--- config.mk ---
export PLATFORM = sky130hd
export DESIGN_NAME = fc_argmax_flat
export DESIGN_NICKNAME = d
export VERILOG_FILES = /design/src/rtl/fc_argmax_if.sv /design/src/rtl/fc_argmax.sv /design/src/flat_wrapper.sv
export SDC_FILE = /design/constraint.sdc
export NUM_CORES = 1
export LEC_CHECK = 0
export ABC_AREA = 0
export CAP_MARGIN = 10
export CORE_UTILIZATION = 52
export DETAILED_ROUTE_END_ITERATION = 12
export PLACE_DENSITY = 0.8
export RECOVER_POWER = 100
export SYNTH_ARGS = -nofsm -noshare
export SYNTH_HDL_FRONTEND = slang
export SYNTH_SLANG_ARGS = --single-unit
export TNS_END_PERCENT = 20
--- constraint.sdc ---
create_clock -name clk -period 7.35 [get_ports clk]
set_input_delay 1.47 -clock clk [delete_from_list [all_inputs] [get_ports clk]]
set_output_delay 1.47 -clock clk [all_outputs]
set_load 0.005 [all_outputs]
--- src/rtl/fc_argmax_if.sv ---
// fc_argmax handshake bundle: score batch in, winning class out.
// Upstream drives input_valid/d_in; the argmax block drives the rest.
interface fc_argmax_if #(
  parameter int NUM_CLASS = 10,
  parameter int IDX_W     = 4
);
  logic             input_valid;
  logic [31:0]      d_in [NUM_CLASS];
  logic             in_ready;
  logic             output_valid;
  logic [IDX_W-1:0] class_idx;
  logic [31:0]      max_val;

  modport master (
    output input_valid,
    output d_in,
    input  in_ready,
    input  output_valid,
    input  class_idx,
    input  max_val
  );

  modport slave (
    input  input_valid,
    input  d_in,
    output in_ready,
    output output_valid,
    output class_idx,
    output max_val
  );
endinterface

--- src/rtl/fc_argmax.sv ---
// Classifier argmax: captures NUM_CLASS fp32 scores, scans one per cycle,
// returns the lowest-index maximum and its score.
module fc_argmax #(
  parameter int NUM_CLASS = 10,
  parameter int IDX_W     = 4
) (
  input logic         clk,
  input logic         rst,
  fc_argmax_if.slave  bus
);

  if (IDX_W != $clog2(NUM_CLASS)) begin : g_bad_idx_w
    $error("fc_argmax: IDX_W must equal $clog2(NUM_CLASS)");
  end
  if (NUM_CLASS < 2 || NUM_CLASS > 64) begin : g_bad_num
    $error("fc_argmax: NUM_CLASS must be in 2..64");
  end

  typedef enum logic [1:0] {
    IDLE,
    SCAN,
    DONE
  } state_e;

  localparam logic [IDX_W-1:0] LAST = IDX_W'(NUM_CLASS - 1);

  state_e           state_q, state_d;
  logic [IDX_W-1:0] cnt_q, cnt_d;
  logic [31:0]      best_val_q, best_val_d;
  logic [IDX_W-1:0] best_idx_q, best_idx_d;
  logic [31:0]      score_q [NUM_CLASS];
  logic [31:0]      score_d [NUM_CLASS];
  logic             output_valid_q, output_valid_d;
  logic [IDX_W-1:0] class_idx_q, class_idx_d;
  logic [31:0]      max_val_q, max_val_d;

  // Monotonic key: negatives flip magnitude below positives; -0 maps to +0.
  function automatic logic [31:0] ord_key(input logic [31:0] x);
    if (x[31] && (x[30:0] != 31'd0)) begin
      return {1'b0, ~x[30:0]};
    end
    return {1'b1, x[30:0]};
  endfunction

  logic new_best;

  always_comb begin
    new_best = ord_key(score_q[cnt_q]) > ord_key(best_val_q);
  end

  always_comb begin
    state_d        = state_q;
    cnt_d          = cnt_q;
    best_val_d     = best_val_q;
    best_idx_d     = best_idx_q;
    score_d        = score_q;
    output_valid_d = 1'b0;
    class_idx_d    = class_idx_q;
    max_val_d      = max_val_q;
    unique case (state_q)
      IDLE: begin
        if (bus.input_valid) begin
          score_d    = bus.d_in;
          best_val_d = bus.d_in[0];
          best_idx_d = '0;
          cnt_d      = IDX_W'(1);
          state_d    = SCAN;
        end
      end
      SCAN: begin
        if (new_best) begin
          best_val_d = score_q[cnt_q];
          best_idx_d = cnt_q;
        end
        cnt_d = cnt_q + IDX_W'(1);
        if (cnt_q == LAST) begin
          state_d = DONE;
        end
      end
      DONE: begin
        class_idx_d    = best_idx_q;
        max_val_d      = best_val_q;
        output_valid_d = 1'b1;
        state_d        = IDLE;
      end
      default: state_d = IDLE;
    endcase
  end

  always_ff @(posedge clk) begin
    if (rst) begin
      state_q        <= IDLE;
      cnt_q          <= '0;
      best_val_q     <= '0;
      best_idx_q     <= '0;
      output_valid_q <= 1'b0;
      class_idx_q    <= '0;
      max_val_q      <= '0;
      for (int i = 0; i < NUM_CLASS; i++) begin
        score_q[i] <= '0;
      end
    end else begin
      state_q        <= state_d;
      cnt_q          <= cnt_d;
      best_val_q     <= best_val_d;
      best_idx_q     <= best_idx_d;
      output_valid_q <= output_valid_d;
      class_idx_q    <= class_idx_d;
      max_val_q      <= max_val_d;
      score_q        <= score_d;
    end
  end

  assign bus.in_ready     = (state_q == IDLE);
  assign bus.output_valid = output_valid_q;
  assign bus.class_idx    = class_idx_q;
  assign bus.max_val      = max_val_q;

endmodule

--- src/flat_wrapper.sv ---
// flat-port wrapper written by rule: the top's interface ports become plain ports
module fc_argmax_flat 
#(
  parameter int NUM_CLASS = 10,
  parameter int IDX_W     = 4
)
  (clk, rst, bus_input_valid, bus_d_in, bus_in_ready, bus_output_valid, bus_class_idx, bus_max_val);
  fc_argmax_if #(.NUM_CLASS(NUM_CLASS), .IDX_W(IDX_W)) bus_i ();
  input logic clk;
  input logic rst;
  input wire logic [$bits(bus_i.input_valid)-1:0] bus_input_valid;
  input wire logic [$bits(bus_i.d_in)-1:0] bus_d_in;
  output wire logic [$bits(bus_i.in_ready)-1:0] bus_in_ready;
  output wire logic [$bits(bus_i.output_valid)-1:0] bus_output_valid;
  output wire logic [$bits(bus_i.class_idx)-1:0] bus_class_idx;
  output wire logic [$bits(bus_i.max_val)-1:0] bus_max_val;
  assign bus_i.input_valid = bus_input_valid;
  assign bus_i.d_in = {>>{bus_d_in}};
  assign bus_in_ready = bus_i.in_ready;
  assign bus_output_valid = bus_i.output_valid;
  assign bus_class_idx = bus_i.class_idx;
  assign bus_max_val = bus_i.max_val;
  fc_argmax #(.NUM_CLASS(NUM_CLASS), .IDX_W(IDX_W)) u_core (.clk(clk), .rst(rst), .bus(bus_i));
endmodule
==> results by stage <==
Outcome:
- The flow ran to the end, but the final reports show violations.
- The checks that failed: max-capacitance violations, max-slew violations.

Finish:
- Of the cells placed in the final design, the portion with a size suffix greater than 1 is 0.0753.
- The number of nets at the end of the flow is ~2800.
- The filler cell count in the final layout is between 2000 and 3000.
- The number of diodes added for antenna fixing is 0.
- From synthesis to final layout, the design area changed by 27.7%.

Critical path:
- The maximum single-stage delay on the critical path is approximately 970 ps.
- The critical path goes through mux4_2 > a22oi_1 > o21ai_0 > nor4_1 > nand4_1 > nor4b_2 > nand2b_1 > buf_4 > xor2_2 > ha_1 > nand4_1 > nor4_1 > a31oi_1 > nor2b_1 > nor3_2 > clkbuf_4 > mux2i_1.
- The arrival time at the worst endpoint is a little over 7000 ps.
- The worst-path cell with the longest stage delay is sky130_fd_sc_hd__dfxtp_4.
- The highest fanout seen on the critical path is 53.
- The startpoint of the worst-slack reg-to-reg timing path is u_core.cnt_q[0].
- For flop-to-flop paths, the worst setup slack is 570 ps.
- Data on the critical path is required at its endpoint by a little under 8000 ps.
- The worst setup path is launched from a register.
- In this run the critical register-to-register path is captured at u_core.best_val_q[25].
- The cell count of the worst reg-to-reg path is 17.
- The kind of capture point of the worst setup path is a register.
- The launch point of the worst path is u_core.cnt_q[0].
- The critical path is of the register to register type.

Routing:
- The pre-antenna-repair detailed-routing pass consisted of 5 iterations.
- For this block, the via count after detailed routing is roughly 17000.
- The count of antenna-violating nets left after detailed routing is 0.
- Wires add up to approximately 66000 µm.
- The total DRC errors in the routed layout is 0.
- The routed via count divided by cell count is between 5 and 6.
- Dividing the detail-routed wire length by the instance count gives between 20 and 25 µm.
- The number of violations reported at the end of detailed-routing iteration 0 is 1652.

Clocking:
- Once the clock tree was built, the resizer swapped 0 gates to a different size.
- The maximum count of clock buffers along a single path is 3.
- The clock root buffer is sky130_fd_sc_hd__clkbuf_16.
- The level count of the clock H-tree is 2.
- The CTS tree is done.
- The number of buffers inserted by hold repair at cts is 0.
- The sink count of the clock tree is about 400.
- The post-CTS setup buffer count is 0.
- For the worst-skew pair, the clock arrives at the later sink with an insertion delay of 540 ps.
- Clock-pin slew was measured on the worst setup and hold paths at 60 ps.
- The number of buffers created by CTS is between 40 and 50.

STA:
- The number of hold violations in the final report is 0.
- For the pin with the worst max-slew slack, the measured transition is 3670 ps.
- Counting I/O delays and the setup requirement, the final critical path takes about 6800 ps.
- The upper clock frequency limit is between 0.1 and 0.15 GHz.
- The max-slew violation count is between 500 and 600.
- The aggregate negative setup slack is 0 ps.
- Setup repair after global routing left no endpoint under its margin.
- The count of final setup violators is 0.
- The worst-case headroom to the max-slew limit is -1.45.
- The worst clock skew on the final layout is 17.1 ps.
- Of the available clock period, the critical path in the final layout requires 0.923.

Power and ir drop:
- Of the total power, registers draw 0.433.
- Of the total power, the clock network draws 0.373.
- Dividing total power by cell area gives a power density of around 240 nW/µm².
- After layout, the design draws a total of between 5 and 6 mW.
- The internal power is ~4.0 mW.
- The switching portion of total power is 0.281.
- For this design the static power due to leakage is roughly 8.7 nW.
- The switching power summed over all nets is approximately 1.6 mW.
- The worst-case IR drop observed on VDD is between 0.00015 and 0.0002 V.
- The combinational group share of total power is 0.194.

Synth:
- The netlist area before placement is around 18000 µm².
- The synthesis warning total is 0.
- The async set-or-reset flop fraction in the synthesized netlist is 0.
- The total nets after synthesis is roughly 2500.
- The synthesized netlist contains 51 unique library cells.
- Of the synthesized area, sequential elements account for 0.440.
- The dominant synthesized flop cell is sky130_fd_sc_hd__dfxtp_1.
- Synthesis produced about 2200 cells.
- The per-instance average area after synthesis is 8.32 µm².
- Counting flops and latches in the post-synthesis netlist gives between 300 and 400.
- The number of enable flip-flop cells after synthesis is 0.

Floorplanning:
- The die boundary width is around 190 µm.
- The die is around 190 µm tall.
- The core region is between 30000 and 40000 µm².
- The initial utilization of the core area, before any placement, comes to 0.526.
- The number of rows in the core area is slightly below 70.
- between 300 and 400 I/O pins were placed.
- The die covers approximately 36000 µm².

Placement:
- The post-detailed-placement half-perimeter wirelength is a little under 50000 µm.
- The congestion estimate from routability-driven global placement came to around 0.95.
- Buffers placed on the I/O ports in this run total 360.

GRT:
- The first global-routing pass estimated approximately 100000 µm of wire.
- The all-layer global routing usage is 0.365.
- The number of global-route vias before repair was 16500.
- The remaining global-route overflow is 0.
- The pin count of the biggest net entering global routing is between 200 and 250.
- The number of antenna violations at the first check in global routing came to 1.

Min path:
- The cell depth of the worst hold path is 2.
- The min-delay analysis places its worst path in the category register to register.
- The path with the worst hold slack has its endpoint at u_core.bus.max_val[16].
- The launch point of the worst hold path is u_core.bus.max_val[16].

Job:
- Across the run, the number of max-cap violations was 5.
==> flip-flops by register name, indices dropped and copies added (netlist names) <==
signal	count
u_core.best_val_q	32
u_core.bus.class_idx	4
u_core.score_q	320
u_core.bus.output_valid	1
u_core.best_idx_q	4
u_core.state_q	2
u_core.cnt_q	4
u_core.bus.max_val	32
==> Yosys cell counts (all sizes together) (13+ instances only) <==
cell | instances | area (µm²)
a21oi | 380 | 1900
mux2i | 62 | 621
buf | 36 | 236
a21o | 13 | 97.6
nand2b | 23 | 144
dfxtp | 399 | 7990
a211o | 16 | 140
clkbuf | 144 | 541
nand4 | 26 | 163
nor2b | 17 | 106
nor2 | 54 | 203
ha | 34 | 425
xor2 | 37 | 332
nand2 | 721 | 2710
o21ai | 22 | 110
mux2 | 26 | 293
mux4 | 55 | 1240
==> cells in the final DEF (no fill, tap or decap), types with 7 or more instances in the layout <==
cell / Yosys / routed
sky130_fd_sc_hd__clkdlybuf4s50_1: 0 / 320
sky130_fd_sc_hd__dlygate4sd3_1: 0 / 39
sky130_fd_sc_hd__o22ai_1: 9 / 8
sky130_fd_sc_hd__clkbuf_16: 0 / 42
sky130_fd_sc_hd__mux2_2: 26 / 26
sky130_fd_sc_hd__a21o_1: 13 / 13
sky130_fd_sc_hd__nor2_1: 54 / 54
sky130_fd_sc_hd__nor2b_1: 17 / 15
sky130_fd_sc_hd__nor4_1: 11 / 11
sky130_fd_sc_hd__mux4_2: 55 / 55
sky130_fd_sc_hd__o21ai_0: 18 / 18
sky130_fd_sc_hd__xor2_1: 36 / 36
sky130_fd_sc_hd__o32a_1: 8 / 8
sky130_fd_sc_hd__o41ai_1: 10 / 10
sky130_fd_sc_hd__mux2i_1: 62 / 62
sky130_fd_sc_hd__a21oi_1: 380 / 380
sky130_fd_sc_hd__clkbuf_8: 0 / 9
sky130_fd_sc_hd__buf_4: 4 / 19
sky130_fd_sc_hd__nand3b_1: 7 / 7
sky130_fd_sc_hd__a211o_1: 16 / 16
sky130_fd_sc_hd__ha_1: 34 / 34
sky130_fd_sc_hd__a22oi_1: 11 / 11
sky130_fd_sc_hd__nand2b_1: 23 / 23
sky130_fd_sc_hd__nand2_1: 721 / 720
sky130_fd_sc_hd__nand4_1: 26 / 26
sky130_fd_sc_hd__dfxtp_1: 399 / 397
sky130_fd_sc_hd__clkbuf_1: 144 / 11
sky130_fd_sc_hd__a22o_1: 8 / 8
==> worst max-delay path by stage <==
stage                                  endpoint  slack (ps)  cells past startpoint
after detailed placement  u_core.best_val_q[29]         730                     17
after floorplan           u_core.best_val_q[13]        2160                     23
final                     u_core.best_val_q[25]         570                     17
after CTS                 u_core.best_val_q[29]         690                     16
after global placement     u_core.best_idx_q[0]         870                     17
after global routing      u_core.best_val_q[25]         120                     18
==> kinds of logic after synthesis <==
logic type,share of synthesized area
xor gates and xnor gates,0.0207
adders and majority gates,0.0235
AOI/OAI and AO/OA,0.159
DFF,0.440
muxes,0.119
and+or+nand+nor,0.194
buffers and inverters,0.0437
==> area by class of cell <==
| cell class | count | area [µm²] | share of cell area |
|---|---|---|---|
| inverters | 4 | 15.0 | 0.000649 |
| repair buffers | 387 | 3830 | 0.166 |
| clock inverters | 9 | 131 | 0.00567 |
| clock buffers | 61 | 1210 | 0.0524 |
| flip-flops and latches | 399 | 8000 | 0.345 |
| well taps | 455 | 569 | 0.0246 |
| multi-input cells | 1597 | 9400 | 0.406 |
==> metal layers <==
metal	routed length (µm)	track usage
met3	5440	0.0637
met5	13	0
met2	30700	0.592
met4	2220	0.122
met1	27400	0.491
==> power groups by stage <==
stage               combinational, mW  sequential [mW]  clock [mW]
floorplan                       0.664             2.40           0
global placement                 1.06             2.47           0
detailed placement               1.06             2.47           0
CTS                              1.07             2.42        2.11
global route                     1.17             2.44        2.19
finish                           1.09             2.43        2.10
==> metrics by stage <==
stage / setup slack (ps) / std cells / cell area [µm²] / util / hold slack [ps]
3_3_place_gp: 870 / 2841 / 21800 / 0.634 / 439
4_1_cts: 693 / 2911 / 23200 / 0.673 / 450
5_1_grt: 116 / 2912 / 23200 / 0.672 / 464
6_report: 567 / 2912 / 23200 / 0.672 / 450
3_5_place_dp: 731 / 2841 / 21800 / 0.634 / 443
2_1_floorplan: 2160 / 2180 / 18100 / - / 427
==> critical path: cells and delay by family (launching register included) <==
kind	cells	cell delay (ps)
adder cells (fa/ha/maj)	1	310
AO/OA/AOI/OAI	3	1090
multiplexers	2	890
XOR/XNOR	1	110
buffers and inverters	2	900
AND/OR/NAND/NOR	8	2390
flip-flops	1	970
(Power assumes the default switching activity.)
